$ cat config.mk
export PLATFORM = sky130hd
export DESIGN_NAME = m_clk_gate_ctrl_flat
export DESIGN_NICKNAME = d
export VERILOG_FILES = /design/src/rtl/m_clk_gate_ctrl_if.sv /design/src/rtl/m_clk_gate_ctrl.sv /design/src/flat_wrapper.sv
export SDC_FILE = /design/constraint.sdc
export NUM_CORES = 1
export LEC_CHECK = 0
export ABC_AREA = 0
export BUFFER_PORTS_ARGS = -buffer_cell sky130_fd_sc_hd__buf_2
export CORE_UTILIZATION = 53
export DETAILED_ROUTE_END_ITERATION = 6
export PLACE_DENSITY_LB_ADDON = 0.05
export SETUP_SLACK_MARGIN = 0.3
export SLEW_MARGIN = 20
export SYNTH_ARGS = -nofsm -noshare
export SYNTH_HDL_FRONTEND = slang
export SYNTH_SLANG_ARGS = --single-unit
$ cat constraint.sdc
create_clock -name clk -period 2.5 [get_ports clk]
set_input_delay 0.25 -clock clk [delete_from_list [all_inputs] [get_ports clk]]
set_output_delay 0.25 -clock clk [all_outputs]
set_load 0.005 [all_outputs]
$ cat src/rtl/m_clk_gate_ctrl_if.sv
// Activity/enable bundle between a gated sub-domain and its clock-gate controller.
// The controller side uses the slave modport.
interface m_clk_gate_ctrl_if #(
  parameter int CNT_W = 16
);
  logic             req;
  logic             busy;
  logic             force_on;
  logic             gate_en;
  logic             ack;
  logic [1:0]       state_o;
  logic [CNT_W-1:0] wake_cnt;

  modport master (
    output req, busy, force_on,
    input  gate_en, ack, state_o, wake_cnt
  );

  modport slave (
    input  req, busy, force_on,
    output gate_en, ack, state_o, wake_cnt
  );
endinterface

$ cat src/rtl/m_clk_gate_ctrl.sv
// Sequential enable controller for a gated clock branch: wake settle delay,
// idle hysteresis timeout and a wake-event counter, all outputs from flops.
module m_clk_gate_ctrl #(
  parameter int WAKE_CYCLES = 2,
  parameter int IDLE_CYCLES = 16,
  parameter int CNT_W       = 16
) (
  input logic              clk,
  input logic              rst,
  m_clk_gate_ctrl_if.slave bus
);

  localparam int MAX_CYC = (WAKE_CYCLES > IDLE_CYCLES) ? WAKE_CYCLES : IDLE_CYCLES;
  localparam int TMR_W   = $clog2(MAX_CYC) + 1;
  localparam logic [TMR_W-1:0] WAKE_LAST = TMR_W'(WAKE_CYCLES - 1);
  localparam logic [TMR_W-1:0] IDLE_LAST = TMR_W'(IDLE_CYCLES - 1);

  if (WAKE_CYCLES < 1 || IDLE_CYCLES < 1) begin : g_param_err
    $error("m_clk_gate_ctrl: WAKE_CYCLES and IDLE_CYCLES must both be >= 1");
  end

  typedef enum logic [1:0] {
    ST_OFF   = 2'd0,
    ST_WAKE  = 2'd1,
    ST_ON    = 2'd2,
    ST_DRAIN = 2'd3
  } state_t;

  state_t           r_state;
  logic [TMR_W-1:0] r_tmr;
  logic             r_gate_en;
  logic             r_ack;
  logic [CNT_W-1:0] r_wake_cnt;
  logic             w_act;

  assign w_act = bus.req | bus.busy | bus.force_on;

  // gate_en/ack are registered together with the next state so they never glitch.
  always_ff @(posedge clk) begin
    if (rst) begin
      r_state    <= ST_OFF;
      r_tmr      <= '0;
      r_gate_en  <= 1'b0;
      r_ack      <= 1'b0;
      r_wake_cnt <= '0;
    end else begin
      case (r_state)
        ST_OFF: begin
          if (w_act) begin
            r_state    <= ST_WAKE;
            r_tmr      <= '0;
            r_gate_en  <= 1'b1;
            r_ack      <= 1'b0;
            r_wake_cnt <= r_wake_cnt + CNT_W'(1);
          end
        end
        // A wake always completes, whatever the inputs do meanwhile.
        ST_WAKE: begin
          if (r_tmr == WAKE_LAST) begin
            r_state <= ST_ON;
            r_tmr   <= '0;
            r_ack   <= 1'b1;
          end else begin
            r_tmr <= r_tmr + TMR_W'(1);
          end
        end
        ST_ON: begin
          if (!w_act) begin
            r_state <= ST_DRAIN;
            r_tmr   <= '0;
          end
        end
        // Reactivation is checked first so it beats a coincident timeout.
        ST_DRAIN: begin
          if (w_act) begin
            r_state <= ST_ON;
            r_tmr   <= '0;
          end else if (r_tmr == IDLE_LAST) begin
            r_state   <= ST_OFF;
            r_tmr     <= '0;
            r_gate_en <= 1'b0;
            r_ack     <= 1'b0;
          end else begin
            r_tmr <= r_tmr + TMR_W'(1);
          end
        end
        default: begin
          r_state   <= ST_OFF;
          r_tmr     <= '0;
          r_gate_en <= 1'b0;
          r_ack     <= 1'b0;
        end
      endcase
    end
  end

  assign bus.gate_en  = r_gate_en;
  assign bus.ack      = r_ack;
  assign bus.state_o  = r_state;
  assign bus.wake_cnt = r_wake_cnt;

endmodule

$ cat src/flat_wrapper.sv
// flat-port wrapper written by rule: the top's interface ports become plain ports
module m_clk_gate_ctrl_flat 
#(
  parameter int WAKE_CYCLES = 2,
  parameter int IDLE_CYCLES = 16,
  parameter int CNT_W       = 16
)
  (clk, rst, bus_req, bus_busy, bus_force_on, bus_gate_en, bus_ack, bus_state_o, bus_wake_cnt);
  m_clk_gate_ctrl_if #(.CNT_W(CNT_W)) bus_i ();
  input logic clk;
  input logic rst;
  input wire logic [$bits(bus_i.req)-1:0] bus_req;
  input wire logic [$bits(bus_i.busy)-1:0] bus_busy;
  input wire logic [$bits(bus_i.force_on)-1:0] bus_force_on;
  output wire logic [$bits(bus_i.gate_en)-1:0] bus_gate_en;
  output wire logic [$bits(bus_i.ack)-1:0] bus_ack;
  output wire logic [$bits(bus_i.state_o)-1:0] bus_state_o;
  output wire logic [$bits(bus_i.wake_cnt)-1:0] bus_wake_cnt;
  assign bus_i.req = bus_req;
  assign bus_i.busy = bus_busy;
  assign bus_i.force_on = bus_force_on;
  assign bus_gate_en = bus_i.gate_en;
  assign bus_ack = bus_i.ack;
  assign bus_state_o = bus_i.state_o;
  assign bus_wake_cnt = bus_i.wake_cnt;
  m_clk_gate_ctrl #(.WAKE_CYCLES(WAKE_CYCLES), .IDLE_CYCLES(IDLE_CYCLES), .CNT_W(CNT_W)) u_core (.clk(clk), .rst(rst), .bus(bus_i));
endmodule
==> results.ini <==
[finish]
drive_above_1_share_pct = 19.9
regArea_um2 = 500
fillers = 209
nets = 182
syn2layout_area_growth_pct = 12.2
diodes = 0
final_util_pct = 63.8
multi_input_area_um2 = 719
fin_area_um2 = 1430

[clock_network]
path_clk_slew_ns = 0.14
cts-resized-gates = 0
cts_tree = yes
cts_buffers = 3
clkLatencyLatePin_ns = 0.32
clockBufferDepth = 2
postCtsHoldBufs = 0
cts_htree_levels = 1
post_cts_buffers = 0
clockRootBuffer = clkbuf_4
cts_sinks = 25

[grt]
antenna_found_initial = 0
grt_pass1_wl_um = 4250
overflow = 0
grt_pass1_vias = 953
grt_use_total_pct = 21.9
grt_max_degree = 26

[sta]
final_hold_viol_count = 0
layout_worst_path_cycle_share_pct = 76.8
max_freq_mhz = 521
relSlewSlack_pct = 66.0
fin_ws_ns = 0.579
worst_slew_pin_slew_ns = 0.508
period_needed_ns = 1.92
skew_ns = 0.00471
fin_setup_tns_ns = 0
final_max_slew_viol_count = 0
rsz0062_at_grt = false
setup-violations-final = 0

[die]
fp-row-count = 17
initial_core_util_pct = 56.9
coreArea_um2 = 2230
die_y_um = 51.0
die_area_um2 = 2600
die_width_um = 51.0
ioPinCount = 25

[synth]
synth-edff-count = 0
synth_cell_type_count = 36
yosys_warnings = 0
synthTopCellsByArea = dfxtp_1 39%, ha_1 4.9%, xor2_1 4.8%
syn_inst = 150
synth_nets = 160
async_flop_share_pct = 0
synth_area_per_cell_um2 = 8.47
synth_common_cells = 25 x dfxtp_1, 13 x nor2_1, 11 x nand3_1
yosysTopAreaCell = dfxtp_1
synth_seq_cells = 25
synth_most_common_cell = dfxtp_1
synth_ff_type = dfxtp_1
yosysSeqAreaShare_pct = 39.4
synth.top_cell.area_share_pct = 39.4
syn-cell-area_um2 = 1270

[pwr]
p_leak_nw = 0.578
switching_share_pct = 32.1
pwr-share-comb_pct = 20.9
ir_drop_v = 0.000507
p_switching_mw = 0.270
power_density_nw_per_um2 = 590
internal-power_mw = 0.571
seqPwrFrac_pct = 57.2
clkPwrFrac_pct = 21.9
power.total_mw = 0.841

[drt]
drt-vias-per-instance = 5.65
ant_nets = 0
routedWlPerCell_um = 12.5
drt-total-wl_um = 2500
firstDrtPassIters = 4
drc = 0
vias = 1124
drt_iter0_drc = 16

[worst_setup_path]
critPathBufInv = 0
endpoint_kind = register
critPathKind = register to register
startpoint = u_core.r_tmr[0]
rr_startpoint = u_core.r_tmr[0]
path_cells = ha_1 > nor4b_1 > nand2b_1 > a31oi_1 > a2111oi_0
reg2reg_setup_slack_ns = 0.58
worstPathMaxFanout = 7
worstSetupEndpoint = u_core.bus.ack
required_ns = 2.71
reg2reg_depth = 5
r2r-end = u_core.bus.ack
crit_cells = 5
start_kind = register
max_stage_delay_ns = 0.47
crit_arrival_ns = 2.13
cp_slowest_cell = dfxtp_1
crit_family = simple AND/OR/NAND/NOR gates

[placement]
pre_cts_slack_ns = 0.647
numPortBuffers = 24
placed_cell_area_um2 = 1400
hpwl_um = 1780
gp_congestion = 0.787

[status]
status = finished clean

[worst_hold_path]
holdCritPathClass = input port to register

[run]
drv_cap = 0

layer usage:
metal / global-route usage (%) / vias to the layer above / wire, µm
met5: 0 / - / 0
met4: 9.72 / 0 / 42
met3: 2.68 / 5 / 114
met2: 33.1 / 27 / 1110
met1: 31.1 / 512 / 1230
li1: - / 580 / -
per-stage QoR:
stage,std cells,hold WS [ns]
after floorplan,150,0.470
after global placement,195,0.460
after detailed placement,195,0.472
after CTS,199,0.295
after global routing,199,0.335
final,199,0.301
state kept, by name, indices dropped and copies added, names as in the netlist:
register	count
u_core.bus.wake_cnt	16
u_core.r_tmr	5
u_core.bus.state_o	2
u_core.bus.ack	1
u_core.bus.gate_en	1
cell usage in the layout, fill, tap and decap left out, types with 2 or more instances in the layout:
cell,netlist,layout
nor2_1,13,13
dfxtp_1,25,25
a21oi_1,9,9
a22o_1,2,2
nand4_1,4,4
inv_1,6,6
and3_1,2,2
xnor2_1,4,4
nand2_1,9,9
buf_2,1,24
clkbuf_4,0,3
or3_1,7,7
nand2b_1,5,5
nand3_1,11,11
o21ai_0,7,7
xor2_1,7,7
and4_1,2,2
a31oi_1,4,4
nor2b_1,2,2
nor4_1,2,2
ha_1,5,5
nor3_1,3,3
worst register-to-register path, delay by kind of cell (launching register included):
family          cells  cell delay (ns)
fa+ha+maj           1             0.19
simple gates        2             0.64
flops               1             0.47
compound gates      2             0.51
how the worst min path moves through the flow:
stage / from / cells after the start / end
global placement: u_core.bus.wake_cnt[15] / 2 / u_core.bus.wake_cnt[15]
finish: bus_force_on / 4 / u_core.bus.state_o[0]
detailed placement: u_core.bus.wake_cnt[15] / 2 / u_core.bus.wake_cnt[15]
floorplan: u_core.bus.wake_cnt[15] / 2 / u_core.bus.wake_cnt[15]
CTS: bus_force_on / 4 / u_core.bus.state_o[0]
global route: bus_force_on / 4 / u_core.bus.state_o[0]
power by group through the flow:
| stage | Clock (mW) | Combinational, mW | Sequential [mW] |
|---|---|---|---|
| 6_report | 0.184 | 0.176 | 0.481 |
| 5_1_grt | 0.201 | 0.198 | 0.491 |
| 4_1_cts | 0.189 | 0.176 | 0.481 |
| 3_5_place_dp | 0 | 0.174 | 0.490 |
| 3_3_place_gp | 0 | 0.173 | 0.488 |
| 2_1_floorplan | 0 | 0.134 | 0.471 |
cell type report:
class | count | share of cell area [%]
flip-flops and latches | 25 | 35.1
multi-input cells | 112 | 50.5
clock inverters | 1 | 0.351
well taps | 28 | 2.46
repair buffers | 24 | 8.43
inverters | 6 | 1.58
clock buffers | 3 | 1.58
cells by family (layout without fill, tap and decap cells):
| logic type | Yosys count | count (layout) | synth area share, % |
|---|---|---|---|
| AND/OR/NAND/NOR | 67 | 67 | 29.9 |
| AO/OA/AOI/OAI | 29 | 29 | 14.3 |
| flip-flops | 25 | 25 | 39.4 |
| buffers and inverters | 13 | 34 | 3.94 |
| XOR/XNOR | 11 | 11 | 7.59 |
| adder cells (fa/ha/maj) | 5 | 5 | 4.93 |
(Power assumes the default switching activity.)
